===== src/rtl/ps2_key_pkg.sv =====
// Shared constants for the PS/2 keyboard front end: scan-code prefixes,
// the tracked-key map and the frame receiver state encoding.
package ps2_key_pkg;

    localparam int NUM_KEYS = 10;

    localparam logic [7:0] SC_E0 = 8'hE0;
    localparam logic [7:0] SC_F0 = 8'hF0;
    localparam logic [7:0] SC_FA = 8'hFA;
    localparam logic [7:0] SC_AA = 8'hAA;

    localparam logic [8:0] KEY_SPACE = 9'h029;
    localparam logic [8:0] KEY_ENTER = 9'h05A;
    localparam logic [8:0] KEY_ESC   = 9'h076;
    localparam logic [8:0] KEY_R     = 9'h02D;
    localparam logic [8:0] KEY_UP    = 9'h175;
    localparam logic [8:0] KEY_LEFT  = 9'h16B;
    localparam logic [8:0] KEY_DOWN  = 9'h172;
    localparam logic [8:0] KEY_RIGHT = 9'h174;
    localparam logic [8:0] KEY_A     = 9'h01C;
    localparam logic [8:0] KEY_D     = 9'h023;

    // Position in this array is the key_down bit index (KEY_MAP[0] = space).
    localparam logic [NUM_KEYS-1:0][8:0] KEY_MAP = {
        KEY_D, KEY_A, KEY_RIGHT, KEY_DOWN, KEY_LEFT,
        KEY_UP, KEY_R, KEY_ESC, KEY_ENTER, KEY_SPACE
    };

    typedef enum logic [1:0] {IDLE, DATA, PARITY, STOP} rx_state_t;

endpackage


===== src/rtl/ps2_rx_frame.sv =====
// PS/2 frame receiver: pin synchronisers, ps2_clk deglitch filter,
// 11-bit frame FSM with odd-parity/stop check and mid-frame timeout.
module ps2_rx_frame
    import ps2_key_pkg::*;
#(
    parameter int FILTER_LEN = 8,
    parameter int TIMEOUT    = 100000
) (
    input  logic       clk,
    input  logic       rst,
    input  logic       ps2_clk,
    input  logic       ps2_data,
    output logic       byte_valid,
    output logic [7:0] rx_byte,
    output logic       frame_err
);
    localparam int FW = $clog2(FILTER_LEN + 1);
    localparam int TW = $clog2(TIMEOUT + 1);

    logic [1:0]    clk_sync, data_sync;
    logic          s_clk, s_data;
    logic          filt_clk;
    logic [FW-1:0] filt_cnt;
    logic          fedge;
    rx_state_t     state, state_nx;
    logic [2:0]    bit_cnt;
    logic [7:0]    shreg;
    logic          parity;
    logic [TW-1:0] tmo_cnt;
    logic          timeout_hit, stop_seen, frame_ok;

    assign s_clk  = clk_sync[1];
    assign s_data = data_sync[1];

    always_ff @(posedge clk or negedge rst) begin
        if (!rst) begin
            clk_sync  <= 2'b11;
            data_sync <= 2'b11;
            filt_clk  <= 1'b1;
            filt_cnt  <= '0;
        end else begin
            clk_sync  <= {clk_sync[0], ps2_clk};
            data_sync <= {data_sync[0], ps2_data};
            if (s_clk == filt_clk)
                filt_cnt <= '0;
            else if (filt_cnt == FW'(FILTER_LEN - 1)) begin
                filt_clk <= s_clk;
                filt_cnt <= '0;
            end else
                filt_cnt <= filt_cnt + 1'b1;
        end
    end

    // Strobe in the cycle the filtered clock is about to fall.
    assign fedge       = filt_clk && !s_clk && (filt_cnt == FW'(FILTER_LEN - 1));
    assign timeout_hit = (state != IDLE) && !fedge && (tmo_cnt == TW'(TIMEOUT - 1));
    assign stop_seen   = (state == STOP) && fedge;
    assign frame_ok    = s_data && (^{shreg, parity});

    always_comb begin
        state_nx = state;
        case (state)
            IDLE:    if (fedge && !s_data)            state_nx = DATA;
            DATA:    if (fedge && bit_cnt == 3'd7)    state_nx = PARITY;
            PARITY:  if (fedge)                       state_nx = STOP;
            STOP:    if (fedge)                       state_nx = IDLE;
            default:                                  state_nx = IDLE;
        endcase
        if (timeout_hit) state_nx = IDLE;
    end

    always_ff @(posedge clk or negedge rst) begin
        if (!rst) state <= IDLE;
        else      state <= state_nx;
    end

    always_ff @(posedge clk or negedge rst) begin
        if (!rst) begin
            bit_cnt    <= '0;
            shreg      <= '0;
            parity     <= 1'b0;
            tmo_cnt    <= '0;
            byte_valid <= 1'b0;
            frame_err  <= 1'b0;
        end else begin
            byte_valid <= stop_seen && frame_ok;
            frame_err  <= (stop_seen && !frame_ok) || timeout_hit;
            // tmo_cnt holds the number of cycles since the last fedge.
            if (fedge)              tmo_cnt <= TW'(1);
            else if (state != IDLE) tmo_cnt <= tmo_cnt + 1'b1;
            else                    tmo_cnt <= '0;
            if (fedge) begin
                case (state)
                    IDLE:   bit_cnt <= '0;
                    DATA: begin
                        shreg   <= {s_data, shreg[7:1]};
                        bit_cnt <= bit_cnt + 1'b1;
                    end
                    PARITY: parity <= s_data;
                    default: ;
                endcase
            end
        end
    end

    assign rx_byte = shreg;

endmodule


===== src/rtl/ps2_key_tracker.sv =====
// Keyboard front end: decodes make/break/E0 sequences from the PS/2 receiver
// into the key_down level vector plus a per-event strobe and code.
module ps2_key_tracker
    import ps2_key_pkg::*;
#(
    parameter int FILTER_LEN = 8,
    parameter int TIMEOUT    = 100000
) (
    input  logic                clk,
    input  logic                rst,
    input  logic                ps2_clk,
    input  logic                ps2_data,
    output logic [NUM_KEYS-1:0] key_down,
    output logic [8:0]          last_change,
    output logic                key_valid,
    output logic                frame_err
);
    logic                byte_valid;
    logic [7:0]          rx_byte;
    logic                ext, brk;
    logic [8:0]          code;
    logic [NUM_KEYS-1:0] hit;
    logic                report;

    ps2_rx_frame #(.FILTER_LEN(FILTER_LEN), .TIMEOUT(TIMEOUT)) u_rx (
        .clk        (clk),
        .rst        (rst),
        .ps2_clk    (ps2_clk),
        .ps2_data   (ps2_data),
        .byte_valid (byte_valid),
        .rx_byte    (rx_byte),
        .frame_err  (frame_err)
    );

    assign code = {ext, rx_byte};

    for (genvar i = 0; i < NUM_KEYS; i++) begin : g_map
        assign hit[i] = (code == KEY_MAP[i]);
    end

    // Bare FA/AA are keyboard ack / self-test replies, not key events.
    assign report = byte_valid && (rx_byte != SC_E0) && (rx_byte != SC_F0) &&
                    !((rx_byte == SC_FA || rx_byte == SC_AA) && !ext && !brk);

    always_ff @(posedge clk or negedge rst) begin
        if (!rst) begin
            key_down    <= '0;
            last_change <= '0;
            key_valid   <= 1'b0;
            ext         <= 1'b0;
            brk         <= 1'b0;
        end else begin
            key_valid <= report;
            if (frame_err) begin
                ext <= 1'b0;
                brk <= 1'b0;
            end else if (byte_valid) begin
                if (rx_byte == SC_E0) ext <= 1'b1;
                if (rx_byte == SC_F0) brk <= 1'b1;
                if (report) begin
                    last_change <= code;
                    key_down    <= (key_down & ~hit) | (hit & {NUM_KEYS{~brk}});
                    ext         <= 1'b0;
                    brk         <= 1'b0;
                end
            end
        end
    end

endmodule


===== config.mk =====
export PLATFORM = sky130hd
export DESIGN_NAME = ps2_key_tracker
export DESIGN_NICKNAME = d
export VERILOG_FILES = /design/src/rtl/ps2_key_pkg.sv /design/src/rtl/ps2_rx_frame.sv /design/src/rtl/ps2_key_tracker.sv
export SDC_FILE = /design/constraint.sdc
export NUM_CORES = 1
export LEC_CHECK = 0
export ABC_AREA = 1
export BUFFER_PORTS_ARGS = -buffer_cell sky130_fd_sc_hd__buf_4
export CORE_UTILIZATION = 58
export CTS_CLUSTER_DIAMETER = 50
export DETAILED_ROUTE_END_ITERATION = 8
export PLACE_DENSITY = 0.79
export SYNTH_ARGS = -nofsm -noshare
export SYNTH_HDL_FRONTEND = slang
export SYNTH_SLANG_ARGS = --single-unit

===== constraint.sdc =====
create_clock -name clk -period 2.05 [get_ports clk]
set_input_delay 0.615 -clock clk [delete_from_list [all_inputs] [get_ports clk]]
set_output_delay 0.615 -clock clk [all_outputs]
set_load 0.05 [all_outputs]

==> results of run 1 <==
[cells by family after synthesis]
logic type / share of synthesized area, %
flip-flops: 49.2
adder cells (fa/ha/maj): 3.83
buffers and inverters: 8.50
AO/OA/AOI/OAI: 7.81
XOR/XNOR: 0.268
AND/OR/NAND/NOR: 30.4
[Yosys cell counts (all sizes together)]
cell,count
ha,10
xor2,1
inv,53
nor2,43
clkbuf,2
dfstp,5
nand2,134
o21ai,31
a21oi,14
buf,11
dfrtp,59
nand3,25
or2,2
nor4,6
o21a,1
a31oi,3
nand4,9
nand3b,1
nor3,13
[metrics by stage]
stage	area [um2]	power (uW)	util, %
3_3_place_gp	3520	1950	66.8
3_5_place_dp	3520	1980	66.8
5_1_grt	3760	3460	71.4
2_1_floorplan	3270	1820	-
6_report	3760	3280	71.4
4_1_cts	3760	3310	71.4
[routing by layer]
metal,global-route usage (%),wire (um),up-vias
li1,-,-,1404
met4,11.5,105,0
met3,4.88,303,12
met2,41.7,3070,80
met1,30.5,2850,1269
met5,0,0,-
[final timing paths]
path | from | to | slack, ns | depth (start not counted)
min in group clk | u_rx.data_sync[0]$_DFF_PN1_ | u_rx.data_sync[1]$_DFF_PN1_ | 0.36 | 0
max reg2reg | u_rx.tmo_cnt[0]$_DFF_PN0_ | u_rx.tmo_cnt[16]$_DFF_PN0_ | 0.23 | 8
min | rst | last_change[5]$_DFFE_PN0P_ | 0.22 | 1
max in group asynchronous | rst | u_rx.data_sync[1]$_DFF_PN1_ | 1.28 | 2
min reg2reg | u_rx.data_sync[0]$_DFF_PN1_ | u_rx.data_sync[1]$_DFF_PN1_ | 0.36 | 0
max | u_rx.tmo_cnt[0]$_DFF_PN0_ | u_rx.tmo_cnt[16]$_DFF_PN0_ | 0.23 | 8
[critical path, cell delays in order, from the launching register on]
cell,delay [ns]
dfrtp_1,0.38
ha_1,0.18
nand2_1,0.07
nor2_1,0.23
nand3_1,0.19
nor2_1,0.27
nand4_1,0.17
nor3_1,0.16
nor2_1,0.06
[power breakdown]
group          switching (uW)  internal [uW]  leakage [uW]  total, uW
combinational             340            198      0.000892        538
clock                     480            841      0.000124       1320
sequential               65.5           1360      0.000868       1420
total                     886           2400       0.00188       3280
[area by class of cell]
cell class	count	area [um2]	area share, %
clock buffer	11	141	3.76
clock inverter	5	104	2.76
inverter	53	199	5.28
multi-input combinational	293	1380	36.7
sequential	64	1610	42.7
tap	70	87.6	2.33
timing repair buffer	29	243	6.45
==> impl_metrics.py, run 1 <==
metrics = {
    "cts": {
        "post_cts_buffers": 0,
        "root_buffer": "clkbuf_8",
        "cts_max_level": 3,
        "clock-sinks": 64,
        "clk_latency_ns": 0.34,
        "cts_tree": "yes",
        "max-clock-path-buffers": 2,
        "cts_resized": 0,
        "cts_hold_buffers": 0,
        "clkTransAtPathRegs_ns": 0.07,
        "numCtsBuffers": 9,
    },
    "global_route": {
        "grt_first_pass_wirelength_mm": 11.6,
        "grt_max_degree": 35,
        "overflow": 0,
        "grt_pass1_vias": 2624,
        "antenna_found_initial": 0,
        "grt.total_usage_pct": 24.7,
    },
    "critical_path": {
        "critPathRequiredTime_ns": 2.27,
        "critPathCaptureType": "register",
        "criticalPathCategory": "reg2reg",
        "crit_arrival_ns": 2.04,
        "path_max_fanout": 4,
        "start_kind": "register",
    },
    "die": {
        "core_mm2": 0.00527,
        "die_h_um": 77.1,
        "die_area_mm2": 0.00594,
        "io-pin-count": 25,
        "num_rows": 26,
        "die_width_um": 77.1,
        "initial_core_util_pct": 62.0,
    },
    "routing": {
        "drt_iter0_drc": 210,
        "ant_nets": 0,
        "drc": 0,
        "wl_per_cell_um": 12.1,
        "drt-total-wl_mm": 6.33,
        "vias": 2765,
        "firstDrtPassIters": 5,
        "avgViaCountPerCell": 5.27,
    },
    "sta": {
        "whs_ns": 0.222,
        "rsz0062_at_grt": "no",
        "fin_crit_sh_pct": 88.6,
        "skew_ns": 0.00887,
        "period_needed_ns": 1.82,
        "hold_viol": 0,
        "fin_setup_tns_ns": 0,
        "drv_slew": 0,
        "slew_headroom_pct": 69.2,
        "fmax_ghz": 0.550,
        "setup_ws_ns": 0.233,
        "finalSetupViolCount": 0,
        "max_slew.worst_pin.slew_ns": 0.458,
    },
    "yosys": {
        "synth-seq-cells": 64,
        "syn_avg_cell_area_um2": 7.73,
        "syn_nets": 437,
        "synth.yosys.seq_area_share_pct": 49.2,
        "yosys.area.top_type": "dfrtp_1",
        "synth_area_leaders": "dfrtp_1 45%, nand2_1 15%, inv_1 6.0%",
        "mappedNetlistArea_mm2": 0.00327,
        "yosysWarnings": 0,
        "yosysUniqueCellTypes": 29,
        "post-synth-top-area-fraction_pct": 45.2,
        "syn_inst": 423,
    },
    "placement": {
        "dp_slack_ns": 0.265,
        "dp_hpwl_mm": 4.60,
        "port_buffers": 24,
        "dp_cells": 509,
        "place_congestion": 0.909,
    },
    "cells_and_area": {
        "most-common-layout-cells": "132 x nand2_1, 59 x dfrtp_1, 52 x inv_1",
        "area_growth_syn_to_layout_pct": 15.2,
        "fillCellCount": 420,
        "layout-drive-gt1-share_pct": 13.2,
        "nets": 464,
        "final_common_cell": "nand2_1",
        "n_antenna_cell": 0,
        "layout.cells.non_filler": 525,
    },
    "status": {
        "status": "complete, no violations",
    },
    "worst_hold_path": {
        "hold_class": "in2async",
    },
    "power": {
        "p_leak_uw": 0.00188,
        "max-vdd-ir-drop_mv": 0.558,
        "p_per_area_mw_per_mm2": 872,
    },
    "flow_run": {
        "drv_cap": 0,
    },
}
Note: power is estimated with default switching activity, not from simulation.
==> run 2, diff against run 1 <==
--- a/config.mk
+++ b/config.mk
@@ -7,10 +7,11 @@
 export LEC_CHECK = 0
 export ABC_AREA = 1
 export BUFFER_PORTS_ARGS = -buffer_cell sky130_fd_sc_hd__buf_4
-export CORE_UTILIZATION = 58
+export CORE_UTILIZATION = 30
 export CTS_CLUSTER_DIAMETER = 50
 export DETAILED_ROUTE_END_ITERATION = 8
-export PLACE_DENSITY = 0.79
+export GPL_TIMING_DRIVEN = 0
+export PLACE_DENSITY = 0.48
 export SYNTH_ARGS = -nofsm -noshare
 export SYNTH_HDL_FRONTEND = slang
 export SYNTH_SLANG_ARGS = --single-unit
==> run 2 against run 1 <==
Against the previous run:
- first-iteration DRC count shrank 39%
- sequential cell count unchanged
- fmax rose by 1.3%
==> impl_metrics.py, run 2 (same netlist as run 1, synthesis figures left out) <==
metrics = {
    "status": {
        "status": "complete, no violations",
    },
    "cts": {
        "cts_tree": "yes",
        "post_cts_buffers": 0,
        "clock-sinks": 64,
        "cts_resized": 0,
        "numCtsBuffers": 9,
        "clk_latency_ns": 0.35,
        "root_buffer": "clkbuf_8",
        "clkTransAtPathRegs_ns": 0.08,
        "max-clock-path-buffers": 2,
        "cts_hold_buffers": 0,
        "cts_max_level": 3,
    },
    "die": {
        "io-pin-count": 25,
        "num_rows": 37,
        "core_mm2": 0.0105,
        "die_area_mm2": 0.0113,
        "initial_core_util_pct": 31.2,
        "die_width_um": 106,
        "die_h_um": 106,
    },
    "sta": {
        "drv_slew": 0,
        "period_needed_ns": 1.79,
        "fin_crit_sh_pct": 87.5,
        "fin_setup_tns_ns": 0,
        "skew_ns": 0.00831,
        "slew_headroom_pct": 45.8,
        "rsz0062_at_grt": "no",
        "finalSetupViolCount": 0,
        "max_slew.worst_pin.slew_ns": 0.813,
        "hold_viol": 0,
        "whs_ns": 0.352,
        "fmax_ghz": 0.558,
        "setup_ws_ns": 0.256,
    },
    "routing": {
        "avgViaCountPerCell": 4.63,
        "firstDrtPassIters": 4,
        "vias": 2771,
        "drt-total-wl_mm": 7.14,
        "ant_nets": 0,
        "wl_per_cell_um": 11.9,
        "drt_iter0_drc": 128,
        "drc": 0,
    },
    "critical_path": {
        "critPathRequiredTime_ns": 2.28,
        "criticalPathCategory": "reg2reg",
        "crit_arrival_ns": 2.02,
        "critPathCaptureType": "register",
        "start_kind": "register",
        "path_max_fanout": 10,
    },
    "placement": {
        "dp_slack_ns": 0.180,
        "port_buffers": 24,
        "dp_hpwl_mm": 5.07,
        "place_congestion": 0.832,
    },
    "cells_and_area": {
        "fillCellCount": 1096,
        "most-common-layout-cells": "132 x nand2_1, 59 x dfrtp_1, 52 x inv_1",
        "n_antenna_cell": 0,
        "area_growth_syn_to_layout_pct": 19.0,
        "nets": 472,
        "final_common_cell": "nand2_1",
        "layout-drive-gt1-share_pct": 14.9,
    },
    "flow_run": {
        "drv_cap": 0,
    },
    "global_route": {
        "grt_pass1_vias": 2683,
        "grt_max_degree": 65,
        "antenna_found_initial": 0,
        "grt_first_pass_wirelength_mm": 12.6,
        "overflow": 0,
        "grt.total_usage_pct": 14.1,
    },
    "power": {
        "max-vdd-ir-drop_mv": 0.421,
        "p_per_area_mw_per_mm2": 877,
        "p_leak_uw": 0.00191,
    },
    "worst_hold_path": {
        "hold_class": "in2async",
    },
}
## run 2: worst max-delay path, cell delays in order, from the launching register on
cell      delay [ns]
dfrtp_1         0.37
ha_1            0.19
nand2_1         0.09
nor2_4          0.15
nand2_2         0.12
inv_1           0.18
nand2_2         0.17
clkbuf_2        0.23
nand2_1         0.08
o21ai_0         0.08
## run 2: through the flow
| step | cell area (um2) | power, uW | util [%] | instances |
|---|---|---|---|---|
| final | 3890 | 3410 | 37.2 | 599 |
| after global routing | 3890 | 3610 | 37.2 | 599 |
| after CTS | 3890 | 3460 | 37.1 | 599 |
| after detailed placement | 3620 | 1970 | 34.6 | 583 |
| after global placement | 3620 | 1960 | 34.6 | 583 |
| after floorplan | 3270 | 1820 | - | 423 |
## run 2: layout make-up
type | count | area, um2 | area share (%)
Sequential cell | 64 | 1610 | 41.3
Clock inverter | 7 | 144 | 3.70
Tap cell | 136 | 170 | 4.38
Buffer | 13 | 78.8 | 2.03
Clock buffer | 9 | 124 | 3.19
Timing Repair Buffer | 24 | 180 | 4.63
Multi-Input combinational cell | 293 | 1390 | 35.6
Inverter | 53 | 199 | 5.12
## run 2: final timing paths
path,start,end,slack [ns],depth (start not counted)
min in group clk,u_rx.clk_sync[0]$_DFF_PN1_,u_rx.clk_sync[1]$_DFF_PN1_,0.36,0
min,rst,key_valid$_DFF_PN0_,0.35,1
max in group asynchronous,rst,async pin,1.17,1
min reg2reg,u_rx.clk_sync[0]$_DFF_PN1_,u_rx.clk_sync[1]$_DFF_PN1_,0.36,0
max reg2reg,u_rx.filt_cnt[0]$_DFF_PN0_,u_rx.rx_byte[6]$_DFFE_PN0P_,0.26,9
max,u_rx.filt_cnt[0]$_DFF_PN0_,u_rx.rx_byte[6]$_DFFE_PN0P_,0.26,9
## run 2: metal layers
layer | global-route usage, % | wire length [um] | up-vias
li1 | - | - | 1420
met1 | 18.7 | 3570 | 1300
met2 | 21.7 | 3240 | 40
met3 | 3.62 | 223 | 11
met4 | 6.15 | 106 | 0
met5 | 0 | 0 | -
## run 2: report_power, final
| group | switching [uW] | internal [uW] | total (uW) |
|---|---|---|---|
| Clock | 538 | 932 | 1470 |
| Sequential | 62.0 | 1360 | 1420 |
| Combinational | 334 | 187 | 521 |
| Total | 934 | 2480 | 3410 |
==> run 3, diff against run 2 <==
--- a/config.mk
+++ b/config.mk
@@ -11,7 +11,7 @@
 export CTS_CLUSTER_DIAMETER = 50
 export DETAILED_ROUTE_END_ITERATION = 8
 export GPL_TIMING_DRIVEN = 0
-export PLACE_DENSITY = 0.48
+export PLACE_DENSITY = 0.53
 export SYNTH_ARGS = -nofsm -noshare
 export SYNTH_HDL_FRONTEND = slang
 export SYNTH_SLANG_ARGS = --single-unit
==> run 3 against run 2 <==
Against the previous run:
- routed wire length fell by 2.3%
- clock power fell by 15%
- global-route usage fell by 0.13 points
- critical path depth rose by 2
- die area did not move
- sequential share of layout area rose by 0.47 points
- total power fell by 6.5%
- core utilization fell by 0.42 points
- combinational power barely moved
- fmax fell by 2.6%
- first-iteration DRC count rose by 13%
- critical path type unchanged
- largest power group is now registers
- highest routed layer unchanged
==> impl_metrics.py, run 3 (same netlist as run 1, synthesis figures left out) <==
metrics = {
    "power": {
        "p_leak_uw": 0.00190,
        "max-vdd-ir-drop_mv": 0.468,
        "p_per_area_mw_per_mm2": 829,
    },
    "critical_path": {
        "cp_top_family": "simple AND/OR/NAND/NOR gates",
        "critPathCaptureType": "register",
        "reg2reg_to": "u_rx.state[0]$_DFFE_PN0P_",
        "ff2ff_path_depth": 11,
        "crit_arrival_ns": 2.08,
        "cp_num_cells": 11,
        "critPathCapture": "u_rx.state[0]$_DFFE_PN0P_",
        "crit_chain": "ha_1 -> nand2_1 -> nor2_4 -> nand2_2 -> nand2_1 -> inv_1 -> nand3_1 -> nand2_1 -> nand2_1 -> nand2_1 -> nand2_1",
        "critPathRequiredTime_ns": 2.29,
        "max_stage_delay_ns": 0.39,
        "r2r_start": "u_rx.filt_cnt[0]$_DFF_PN0_",
        "path_max_fanout": 6,
        "slowest_stage": "dfrtp_1",
        "rrSetupSlack_ns": 0.21,
        "start_kind": "register",
        "startpoint": "u_rx.filt_cnt[0]$_DFF_PN0_",
        "criticalPathCategory": "reg2reg",
        "path_common_cell": "nand2_1",
        "cp.buffers_inverters": 1,
    },
    "cts": {
        "cts_max_level": 3,
        "root_buffer": "clkbuf_8",
        "max-clock-path-buffers": 2,
        "cts_resized": 0,
        "post_cts_buffers": 0,
        "clk_latency_ns": 0.35,
        "clock-sinks": 64,
        "cts_hold_buffers": 0,
        "cts_tree": "yes",
        "clkTransAtPathRegs_ns": 0.08,
        "numCtsBuffers": 9,
    },
    "sta": {
        "rsz0062_at_grt": "no",
        "skew_ns": 0.0141,
        "fin_setup_tns_ns": 0,
        "setup_ws_ns": 0.208,
        "slew_headroom_pct": 45.4,
        "fmax_ghz": 0.543,
        "drv_slew": 0,
        "hold_viol": 0,
        "max_slew.worst_pin.slew_ns": 0.819,
        "period_needed_ns": 1.84,
        "fin_crit_sh_pct": 89.8,
        "finalSetupViolCount": 0,
        "whs_ns": 0.350,
    },
    "routing": {
        "wl_per_cell_um": 11.6,
        "ant_nets": 0,
        "drt-total-wl_mm": 6.98,
        "drc": 0,
        "avgViaCountPerCell": 4.65,
        "drt_iter0_drc": 144,
        "vias": 2784,
        "firstDrtPassIters": 4,
    },
    "global_route": {
        "grt_first_pass_wirelength_mm": 12.5,
        "grt.total_usage_pct": 14.0,
        "grt_max_degree": 65,
        "grt_pass1_vias": 2768,
        "overflow": 0,
        "antenna_found_initial": 0,
    },
    "cells_and_area": {
        "nets": 472,
        "n_antenna_cell": 0,
        "layout-drive-gt1-share_pct": 14.5,
        "most-common-layout-cells": "132 x nand2_1, 59 x dfrtp_1, 52 x inv_1",
        "final_common_cell": "nand2_1",
        "area_growth_syn_to_layout_pct": 17.6,
        "fillCellCount": 1120,
    },
    "die": {
        "die_h_um": 106,
        "die_width_um": 106,
        "io-pin-count": 25,
        "die_area_mm2": 0.0113,
        "core_mm2": 0.0105,
        "num_rows": 37,
        "initial_core_util_pct": 31.2,
    },
    "placement": {
        "dp_hpwl_mm": 4.96,
        "place_congestion": 0.867,
        "port_buffers": 24,
        "dp_slack_ns": 0.206,
    },
    "status": {
        "status": "complete, no violations",
    },
    "worst_hold_path": {
        "hold_class": "in2async",
    },
    "flow_run": {
        "drv_cap": 0,
    },
}
==> run 3: metrics by stage <==
| stage | utilization [%] | cell area (um2) | power [uW] | cells |
|---|---|---|---|---|
| 6_report | 36.7 | 3840 | 3190 | 599 |
| 4_1_cts | 36.7 | 3840 | 3240 | 599 |
| 5_1_grt | 36.7 | 3840 | 3400 | 599 |
| 3_3_place_gp | 34.6 | 3620 | 1950 | 583 |
| 2_1_floorplan | - | 3270 | 1820 | 423 |
| 3_5_place_dp | 34.6 | 3620 | 1970 | 583 |
==> run 3: worst min-delay path by stage <==
stage / start / slack [ns] / to
floorplan: rst / 0.32 / async pin
global placement: u_rx.data_sync[0]$_DFF_PN1_ / 0.35 / u_rx.data_sync[1]$_DFF_PN1_
CTS: ps2_data / 0.35 / u_rx.data_sync[0]$_DFF_PN1_
detailed placement: u_rx.data_sync[0]$_DFF_PN1_ / 0.35 / u_rx.data_sync[1]$_DFF_PN1_
finish: rst / 0.35 / key_valid$_DFF_PN0_
global route: ps2_data / 0.35 / u_rx.data_sync[0]$_DFF_PN1_
==> run 3: layout make-up <==
cell class	count	area, um2	share of cell area [%]
Inverter	53	199	5.17
Clock inverter	3	65.1	1.69
Multi-Input combinational cell	293	1390	36.0
Clock buffer	13	159	4.13
Sequential cell	64	1610	41.8
Tap cell	136	170	4.43
Buffer	13	78.8	2.05
Timing Repair Buffer	24	180	4.69
==> run 3: power by group <==
part / internal [uW] / switching, uW
Clock: 751 / 496
Combinational: 184 / 337
Sequential: 1360 / 61.7
==> run 3: layer usage <==
metal	part of all wire (%)	vias to the layer above	track usage (%)
met1	47	1298	17.2
met5	0	-	0
met3	4.0	8	3.80
met4	1.3	0	6.85
met2	48	57	22.7
li1	-	1421	-
